File: src/rtl/key_reverse_lookup_if.sv
// Bundle of the write, request and response channels of the reverse lookup table.
// The master side programs entries and issues lookups; the slave side is the table.
interface key_reverse_lookup_if #(
   parameter int NR_KEY   = 4,
   parameter int KEY_LEN  = 3,
   parameter int DATA_LEN = 8,
   parameter int IDX_W    = (NR_KEY > 1) ? $clog2(NR_KEY) : 1
);
   // Table programming
   logic                wr_en;
   logic [IDX_W-1:0]    wr_idx;
   logic [KEY_LEN-1:0]  wr_key;
   logic [DATA_LEN-1:0] wr_data;
   logic                clr;

   // Lookup request
   logic                req_valid;
   logic                req_ready;
   logic [DATA_LEN-1:0] req_data;

   // Lookup response
   logic                rsp_valid;
   logic                rsp_ready;
   logic                rsp_hit;
   logic [KEY_LEN-1:0]  rsp_key;
   logic [IDX_W-1:0]    rsp_idx;

   modport master (
      output wr_en, wr_idx, wr_key, wr_data, clr,
      output req_valid, req_data, rsp_ready,
      input  req_ready, rsp_valid, rsp_hit, rsp_key, rsp_idx
   );

   modport slave (
      input  wr_en, wr_idx, wr_key, wr_data, clr,
      input  req_valid, req_data, rsp_ready,
      output req_ready, rsp_valid, rsp_hit, rsp_key, rsp_idx
   );
endinterface

File: src/rtl/key_reverse_lookup.sv
// Reverse (data -> key) lookup table for the NPC decode path.
// NR_KEY programmable {key,data} entries; a lookup walks the entries one per cycle
// from index 0 and answers with the key of the first valid entry whose data matches,
// stopping early on a hit. A miss returns DEFAULT_KEY after the last entry.
module key_reverse_lookup #(
   parameter int                  NR_KEY      = 4,
   parameter int                  KEY_LEN     = 3,
   parameter int                  DATA_LEN    = 8,
   parameter logic [KEY_LEN-1:0]  DEFAULT_KEY = '0
) (
   input  logic                  clk,
   input  logic                  rst_n,
   key_reverse_lookup_if.slave   bus
);

   localparam int               IDX_W    = (NR_KEY > 1) ? $clog2(NR_KEY) : 1;
   localparam logic [IDX_W-1:0] LAST_IDX = IDX_W'(NR_KEY - 1);

   typedef enum logic [1:0] {
      IDLE = 2'd0,
      SCAN = 2'd1,
      RESP = 2'd2
   } state_t;

   state_t              state;
   state_t              state_nxt;

   // Table storage: valid bits are control, key/data are plain storage
   logic [NR_KEY-1:0]   ent_vld;
   logic [KEY_LEN-1:0]  ent_key  [NR_KEY];
   logic [DATA_LEN-1:0] ent_data [NR_KEY];

   // Scan context
   logic [DATA_LEN-1:0] srch_data;
   logic [DATA_LEN-1:0] srch_data_nxt;
   logic [IDX_W-1:0]    scan_idx;
   logic [IDX_W-1:0]    scan_idx_nxt;
   logic                scan_hit;

   // Registered response
   logic                rsp_hit_q;
   logic                rsp_hit_nxt;
   logic [KEY_LEN-1:0]  rsp_key_q;
   logic [KEY_LEN-1:0]  rsp_key_nxt;
   logic [IDX_W-1:0]    rsp_idx_q;
   logic [IDX_W-1:0]    rsp_idx_nxt;

   logic                wr_in_range;
   logic                wr_commit;

   // Exact match over the full data width; an invalid entry never matches.
   function automatic logic entry_hit(input logic                vld,
                                      input logic [DATA_LEN-1:0] ent,
                                      input logic [DATA_LEN-1:0] srch);
      return vld && (ent == srch);
   endfunction

   // Out-of-range indices are dropped; clr takes priority over a same-cycle write.
   assign wr_in_range = (32'(bus.wr_idx) < NR_KEY);
   assign wr_commit   = bus.wr_en && wr_in_range && !bus.clr;

   // The compare sees the table as it stands before this edge's write/clear.
   assign scan_hit = entry_hit(ent_vld[scan_idx], ent_data[scan_idx], srch_data);

   // Valid bits: cleared by reset or clr, set by any accepted write.
   always_ff @(posedge clk) begin
      if (!rst_n) begin
         ent_vld <= '0;
      end else if (bus.clr) begin
         ent_vld <= '0;
      end else if (wr_commit) begin
         ent_vld[bus.wr_idx] <= 1'b1;
      end
   end

   // Entry contents: written in any FSM state, no reset needed behind the valid bit.
   always_ff @(posedge clk) begin
      if (wr_commit) begin
         ent_key[bus.wr_idx]  <= bus.wr_key;
         ent_data[bus.wr_idx] <= bus.wr_data;
      end
   end

   // Search value captured on request acceptance only.
   always_ff @(posedge clk) begin
      srch_data <= srch_data_nxt;
   end

   // FSM state, scan index and response registers.
   always_ff @(posedge clk) begin
      if (!rst_n) begin
         state     <= IDLE;
         scan_idx  <= '0;
         rsp_hit_q <= 1'b0;
         rsp_key_q <= DEFAULT_KEY;
         rsp_idx_q <= '0;
      end else begin
         state     <= state_nxt;
         scan_idx  <= scan_idx_nxt;
         rsp_hit_q <= rsp_hit_nxt;
         rsp_key_q <= rsp_key_nxt;
         rsp_idx_q <= rsp_idx_nxt;
      end
   end

   // Next-state logic: accept in IDLE, walk entries in SCAN, hold the answer in RESP.
   always_comb begin
      state_nxt     = state;
      scan_idx_nxt  = scan_idx;
      srch_data_nxt = srch_data;
      rsp_hit_nxt   = rsp_hit_q;
      rsp_key_nxt   = rsp_key_q;
      rsp_idx_nxt   = rsp_idx_q;

      case (state)
         IDLE: begin
            if (bus.req_valid) begin
               state_nxt     = SCAN;
               scan_idx_nxt  = '0;
               srch_data_nxt = bus.req_data;
            end
         end

         SCAN: begin
            if (scan_hit) begin
               state_nxt   = RESP;
               rsp_hit_nxt = 1'b1;
               rsp_key_nxt = ent_key[scan_idx];
               rsp_idx_nxt = scan_idx;
            end else if (scan_idx == LAST_IDX) begin
               state_nxt   = RESP;
               rsp_hit_nxt = 1'b0;
               rsp_key_nxt = DEFAULT_KEY;
               rsp_idx_nxt = '0;
            end else begin
               scan_idx_nxt = scan_idx + IDX_W'(1);
            end
         end

         RESP: begin
            if (bus.rsp_ready) begin
               state_nxt = IDLE;
            end
         end

         default: begin
            state_nxt = IDLE;
         end
      endcase
   end

   assign bus.req_ready = (state == IDLE);
   assign bus.rsp_valid = (state == RESP);
   assign bus.rsp_hit   = rsp_hit_q;
   assign bus.rsp_key   = rsp_key_q;
   assign bus.rsp_idx   = rsp_idx_q;

endmodule
File: src/flat_wrapper.sv
// flat-port wrapper written by rule: the top's interface ports become plain ports
module key_reverse_lookup_flat 
#(
   parameter int                  NR_KEY      = 4,
   parameter int                  KEY_LEN     = 3,
   parameter int                  DATA_LEN    = 8,
   parameter logic [KEY_LEN-1:0]  DEFAULT_KEY = '0
)
  (clk, rst_n, bus_wr_en, bus_wr_idx, bus_wr_key, bus_wr_data, bus_clr, bus_req_valid, bus_req_data, bus_rsp_ready, bus_req_ready, bus_rsp_valid, bus_rsp_hit, bus_rsp_key, bus_rsp_idx);
  key_reverse_lookup_if #(.NR_KEY(NR_KEY), .KEY_LEN(KEY_LEN), .DATA_LEN(DATA_LEN)) bus_i ();
  input  logic clk;
  input  logic rst_n;
  input wire logic [$bits(bus_i.wr_en)-1:0] bus_wr_en;
  input wire logic [$bits(bus_i.wr_idx)-1:0] bus_wr_idx;
  input wire logic [$bits(bus_i.wr_key)-1:0] bus_wr_key;
  input wire logic [$bits(bus_i.wr_data)-1:0] bus_wr_data;
  input wire logic [$bits(bus_i.clr)-1:0] bus_clr;
  input wire logic [$bits(bus_i.req_valid)-1:0] bus_req_valid;
  input wire logic [$bits(bus_i.req_data)-1:0] bus_req_data;
  input wire logic [$bits(bus_i.rsp_ready)-1:0] bus_rsp_ready;
  output wire logic [$bits(bus_i.req_ready)-1:0] bus_req_ready;
  output wire logic [$bits(bus_i.rsp_valid)-1:0] bus_rsp_valid;
  output wire logic [$bits(bus_i.rsp_hit)-1:0] bus_rsp_hit;
  output wire logic [$bits(bus_i.rsp_key)-1:0] bus_rsp_key;
  output wire logic [$bits(bus_i.rsp_idx)-1:0] bus_rsp_idx;
  assign bus_i.wr_en = bus_wr_en;
  assign bus_i.wr_idx = bus_wr_idx;
  assign bus_i.wr_key = bus_wr_key;
  assign bus_i.wr_data = bus_wr_data;
  assign bus_i.clr = bus_clr;
  assign bus_i.req_valid = bus_req_valid;
  assign bus_i.req_data = bus_req_data;
  assign bus_i.rsp_ready = bus_rsp_ready;
  assign bus_req_ready = bus_i.req_ready;
  assign bus_rsp_valid = bus_i.rsp_valid;
  assign bus_rsp_hit = bus_i.rsp_hit;
  assign bus_rsp_key = bus_i.rsp_key;
  assign bus_rsp_idx = bus_i.rsp_idx;
  key_reverse_lookup #(.NR_KEY(NR_KEY), .KEY_LEN(KEY_LEN), .DATA_LEN(DATA_LEN), .DEFAULT_KEY(DEFAULT_KEY)) u_core (.clk(clk), .rst_n(rst_n), .bus(bus_i));
endmodule
File: config.mk
export PLATFORM = sky130hd
export DESIGN_NAME = key_reverse_lookup_flat
export DESIGN_NICKNAME = d
export VERILOG_FILES = /design/src/rtl/key_reverse_lookup_if.sv /design/src/rtl/key_reverse_lookup.sv /design/src/flat_wrapper.sv
export SDC_FILE = /design/constraint.sdc
export NUM_CORES = 1
export LEC_CHECK = 0
export BUFFER_PORTS_ARGS = -buffer_cell sky130_fd_sc_hd__buf_2
export CAP_MARGIN = 20
export CELL_PAD_IN_SITES_DETAIL_PLACEMENT = 0
export CELL_PAD_IN_SITES_GLOBAL_PLACEMENT = 1
export CORE_ASPECT_RATIO = 1.5
export CORE_UTILIZATION = 50
export CTS_BUF_LIST = sky130_fd_sc_hd__clkbuf_8
export DETAILED_ROUTE_END_ITERATION = 10
export GPL_ROUTABILITY_DRIVEN = 1
export PLACE_DENSITY = 0.79
export REMOVE_ABC_BUFFERS = 1
export SYNTH_ARGS = -nofsm -noshare
export SYNTH_HDL_FRONTEND = slang
export SYNTH_SLANG_ARGS = --single-unit
File: constraint.sdc
create_clock -name clk -period 3 [get_ports clk]
set_clock_uncertainty 0.05 [all_clocks]
set_input_delay 0.6 -clock clk [delete_from_list [all_inputs] [get_ports clk]]
set_output_delay 0.6 -clock clk [all_outputs]
set_load 0.005 [all_outputs]
=== After elaboration in Yosys (flattened, before gate mapping) ===
Memory sizes are Yosys's and may differ from the RTL's. A register that Yosys moved wholly into a read port is not among the register bits.
Cells that the tools add are included.

* Equal/unequal tests: 9
* Magnitude comparators: 3
* Add/subtract/negate cells: 1
* Reductions and logical operators: 12
* Mux-type cells: 25
* Bitwise logic cells: 2

{| class="wikitable"
|+ Operators with widths
! cell !! count
|-
| 2-to-1 mux 2 bit || 13
|-
| equality test 8 bit || 1
|-
| != test 2 bit (second input constant) || 4
|-
| < comparator 2 x 3 -> 1 bit (second input constant) || 2
|-
| 2-to-1 mux 1 bit || 6
|-
| 2-to-1 mux 3 bit || 2
|-
| one-hot mux 2 bit (3 select lines) || 1
|-
| equality test 2 bit (second input constant) || 2
|-
| bitwise OR 4 bit || 1
|-
| one-hot mux 2 bit (2 select lines) || 1
|-
| AND reduction 2 bit || 2
|-
| AND reduction 4 bit || 1
|-
| nonzero test 2 bit || 2
|-
| logical AND 1 bit || 3
|-
| != test 3 x 1 -> 1 bit (second input constant) || 1
|-
| AND reduction 3 bit || 1
|-
| adder 2 x 1 -> 2 bit (second input constant) || 1
|-
| binary-select mux 1 bit (select 2 bit) || 1
|-
| demux 1 bit (select 2 bit) || 1
|-
| equality test 2 x 1 -> 1 bit (second input constant) || 1
|-
| >= comparator 2 x 1 -> 1 bit (second input constant) || 1
|-
| logical NOT 2 bit || 1
|-
| OR reduction 2 bit || 1
|-
| logical NOT 1 bit || 1
|-
| NOT 1 bit || 1
|}

* Output and inout port bits: 8
* RAM bits: 44
* Bits of input ports: 27
* Memories kept: 2
* Register bits: 22

{| class="wikitable"
|+ Memory list
! name !! depth !! bits a word !! rd ports !! clocked after Yosys merged registers in !! write ports !! RTL line !! text
|-
| u_core.ent_data || 4 || 8 || 1 || 1 || 1 || key_reverse_lookup.sv:31 || <nowiki>logic [DATA_LEN-1:0] ent_data [NR_KEY];</nowiki>
|-
| u_core.ent_key || 4 || 3 || 1 || 1 || 1 || key_reverse_lookup.sv:30 || <nowiki>logic [KEY_LEN-1:0] ent_key [NR_KEY];</nowiki>
|}

=== Depth between registers and ports, before layout ===
* Depth in word-level cells: 7
* Gate-level depth with buffers: 7
* Gate-level depth less buffers: 5

=== Least setup slack after synthesis ===
OpenSTA, ideal clock, no wires.

* Path kind: input to register
* Start point: input bus_wr_en
* End point: memory u_core.ent_data[0][0] (enable)
* Setup time: 398 ps
* Path buffers: 0
* Setup slack: 804 ps
* Arrival: 1,748 ps
* Stages: 2
* Data required time: 2,552 ps
* Cell sequence: nor2b_1 -> nor3b_1

* Cells in the longest elaborated chain, start to end: 3

{| class="wikitable"
|+ RTL lines
! item !! RTL line !! text
|-
| start: declaration || flat_wrapper.sv:13 || <nowiki>input wire logic [$bits(bus_i.wr_en)-1:0] bus_wr_en;</nowiki>
|-
| logical AND 1 bit || key_reverse_lookup.sv:60 || <nowiki>assign wr_commit = bus.wr_en && wr_in_range && !bus.clr;</nowiki>
|-
| 2-to-1 mux 1 bit || key_reverse_lookup.sv:78 || <nowiki>if (wr_commit) begin</nowiki>
|-
| 2-to-1 mux 1 bit (not written as such) || key_reverse_lookup.sv:80 || <nowiki>ent_data[bus.wr_idx] <= bus.wr_data;</nowiki>
|-
| end: declaration || key_reverse_lookup.sv:31 ||
|}

No other way between the ends.

==> summary.txt <==
Synth
  – Netlist area before placement: 0.00273 mm2
  – Mean Syn Cell Area: 17.0 um2
  – Netlist cell types: 34
  – Synth area leader: edfxtp_1
  – Post-synthesis sequential area ratio: 0.688
  – Ys async rst share: 0
  – Yosys top cell area share: 0.571
  – Synth area leaders: edfxtp_1 57%, dfxtp_1 12%, mux4_1 5.8%
  – Most used DFF post-synth: edfxtp_1
  – Warnings, synthesis: 0
  – Post-synth EDFFs: 52
  – Number of synthesized register bits: 68
  – Synth Instances: 161

Detailed routing
  – Via count: 1,514
  – DRT antenna net count: 0
  – Vias/cell: 5.45
  – Routed len/inst: 17.0 um
  – # DRC: 0
  – Total Routed Length: 4730 um
  – DR iter-0 viols: 69
  – DR pass1 iterations: 4

Power and ir drop
  – Reg power frac: 0.554
  – Sw frac: 0.223
  – Leak pwr: 1.16 nW
  – Logic pwr share: 0.077
  – Power Internal: 1.50 mW
  – PD cells: 610 mW/mm2
  – Peak VDD IR: 0.000432 V
  – Clock share of power: 0.369
  – Net Sw Power: 0.432 mW

Floorplanning
  – Row cnt: 32
  – Ports: 35
  – Die H: 92.6 um
  – Core Footprint: 0.00520 mm2
  – Die ar.: 0.00577 mm2
  – Die Wd: 62.4 um
  – Initial core utilization: 0.525

Placement
  – Detailed placer's ending HPWL: 3370 um
  – Buffers on Ports: 34
  – GPL Wtd Cong: 0.782

Clocking
  – Post-CTS Hold Fix Bufs: 0
  – CTS Buffer Depth: 2
  – TritonCTS clock tree: built
  – Htree depth: 3
  – Clock sinks: 68
  – Worst skew pair latency: 340 ps
  – Resize count post-CTS: 0
  – Worst-path clk slew: 70 ps
  – Total CTS buffers: 9
  – Clk root buf: clkbuf_8
  – Post-CTS Setup Bufs: 0

Worst setup path
  – Crit path required time: 3240 ps
  – CP endpoint kind: register
  – CP max stage delay: 530 ps
  – Crit path max-delay family: simple AND/OR/NAND/NOR gates
  – Slowest stage cell on the critical path: mux4_2
  – CP Class: reg -> reg
  – CP cell instances: buf_4 > mux4_2 > xnor2_1 > nand4_1 > nor4b_1 > o31a_1
  – Arrival @ worst endpoint: 2690 ps
  – WP buf/inv: 1
  – Startpoint Class: register
  – CP max FO: 6

Run status
  – Outcome: finished clean

Timing
  – Slew headroom: 0.575
  – Max Freq: 408 MHz
  – Slew @ Worst Pin: 637 ps
  – Setup TNS: 0 ps
  – Period minus WS final: 2450 ps
  – Final hold vios: 0
  – RSZ-0062 raised after global routing: no
  – Final Cycle Share: 0.818
  – Pins Over Slew Limit: 0
  – Setup-failing EPs final: 0

Worst hold path
  – Hold Path Class: in -> reg

Final layout
  – N_diodes: 0
  – Post-layout util: 0.609
  – Nets@finish: 233
  – Area growth syn-to-layout: 16.0%
  – Fraction of final layout cells with drive strength greater than 1: 0.295
  – Fill cell count: 434

Run
  – Total of max-cap violations: 0

GRT
  – Initial antenna violation count: 0
  – GRT Util Overall: 0.185
  – Total gr overflow: 0
  – Largest net degree at the start of global routing: 16
  – Vias in the first global route: 1,599
  – First-pass GRT wire length: 7620 um
==> worst paths after layout <==
| path | from | depth (start not counted) | to | slack [ps] |
|---|---|---|---|---|
| worst min register to register | u_core.bus.rsp_hit | 2 | u_core.bus.rsp_hit | 420 |
| worst max-delay path | register | 6 | u_core.bus.rsp_key[2] | 550 |
| worst min-delay path | bus_req_data[7] | 1 | u_core.srch_data[7] | 380 |
| worst max register to register | register | 6 | u_core.bus.rsp_key[2] | 550 |
==> area by class of cell <==
class,count,area [um2],area share
flip-flops and latches,68,1880,0.593
clock inverters,7,67.6,0.0213
clock buffers,9,124,0.0391
repair buffers,37,193,0.0607
inverters,3,11.3,0.00355
multi-input cells,86,810,0.255
well taps,68,85.1,0.0268
==> flip-flops by register name, summed over array words and instances, names as in the netlist, named ones only <==
signal / flops
u_core.bus.rsp_key: 3
u_core.state: 2
u_core.scan_idx: 2
u_core.srch_data: 8
u_core.ent_data: 32
u_core.ent_key: 12
u_core.bus.rsp_hit: 1
u_core.bus.rsp_idx: 2
u_core.ent_vld: 4
==> cell usage after synthesis, drive strengths merged (3+ instances only) <==
master	count
o31a	3
nand2b	4
nor2b	5
nor2	12
nor4b	3
xor2	4
mux4	12
inv	3
a21boi	5
edfxtp	52
xnor2	4
nand2	10
buf	3
mux2i	6
nand3	4
dfxtp	16
==> power by group through the flow <==
stage                     sequential [mW]  combinational [mW]  clock, mW
after global routing                 1.07               0.162      0.773
after floorplan                      1.09              0.0937          0
after global placement               1.09               0.144          0
after CTS                            1.07               0.150      0.732
final                                1.07               0.149      0.715
after detailed placement             1.09               0.150          0
==> worst register-to-register path: cells and delay by family, from the launching register on <==
family / cells / cell delay [ps]
compound gates: 1 / 160
xor+xnor: 1 / 230
buf+inv: 1 / 240
flops: 1 / 510
mux: 1 / 530
simple gates: 2 / 680
==> cells in the final DEF, fill, tap and decap left out, types with 2 or more instances in the layout <==
master / n
xnor2_1: 4
mux4_1: 6
dfxtp_1: 16
a22o_1: 2
clkinv_2: 2
buf_2: 34
nand2_1: 10
mux2i_1: 6
nor4b_1: 3
clkbuf_8: 9
xor2_1: 4
mux4_2: 6
inv_1: 3
nor2b_1: 5
edfxtp_1: 52
o31a_1: 3
clkinvlp_4: 2
a21boi_0: 3
nand3_1: 4
buf_4: 3
nor2_1: 11
nand2b_1: 4
a21boi_1: 2
==> routing by layer <==
layer,up-vias,share of wire,track usage
li1,724,-,-
met1,736,0.40,0.203
met2,40,0.54,0.322
met3,14,0.036,0.0369
met4,0,0.026,0.126
met5,-,0,0
==> metrics by stage <==
step,cell area [um2],power [mW],worst slack [ps],std cells,hold slack (ps)
after floorplan,2700,1.18,594,157,385
after global placement,2980,1.23,580,262,393
after detailed placement,2980,1.24,535,262,410
after CTS,3170,1.95,528,278,365
after global routing,3170,2.01,361,278,364
final,3170,1.94,547,278,380
==> logic make-up after synthesis <==
group | synth area share
compound gates | 0.0421
simple gates | 0.0947
mux | 0.129
buf+inv | 0.0156
xor+xnor | 0.0256
fa+ha+maj | 0.00458
flops | 0.688
Power figures use the tool's default switching activity.
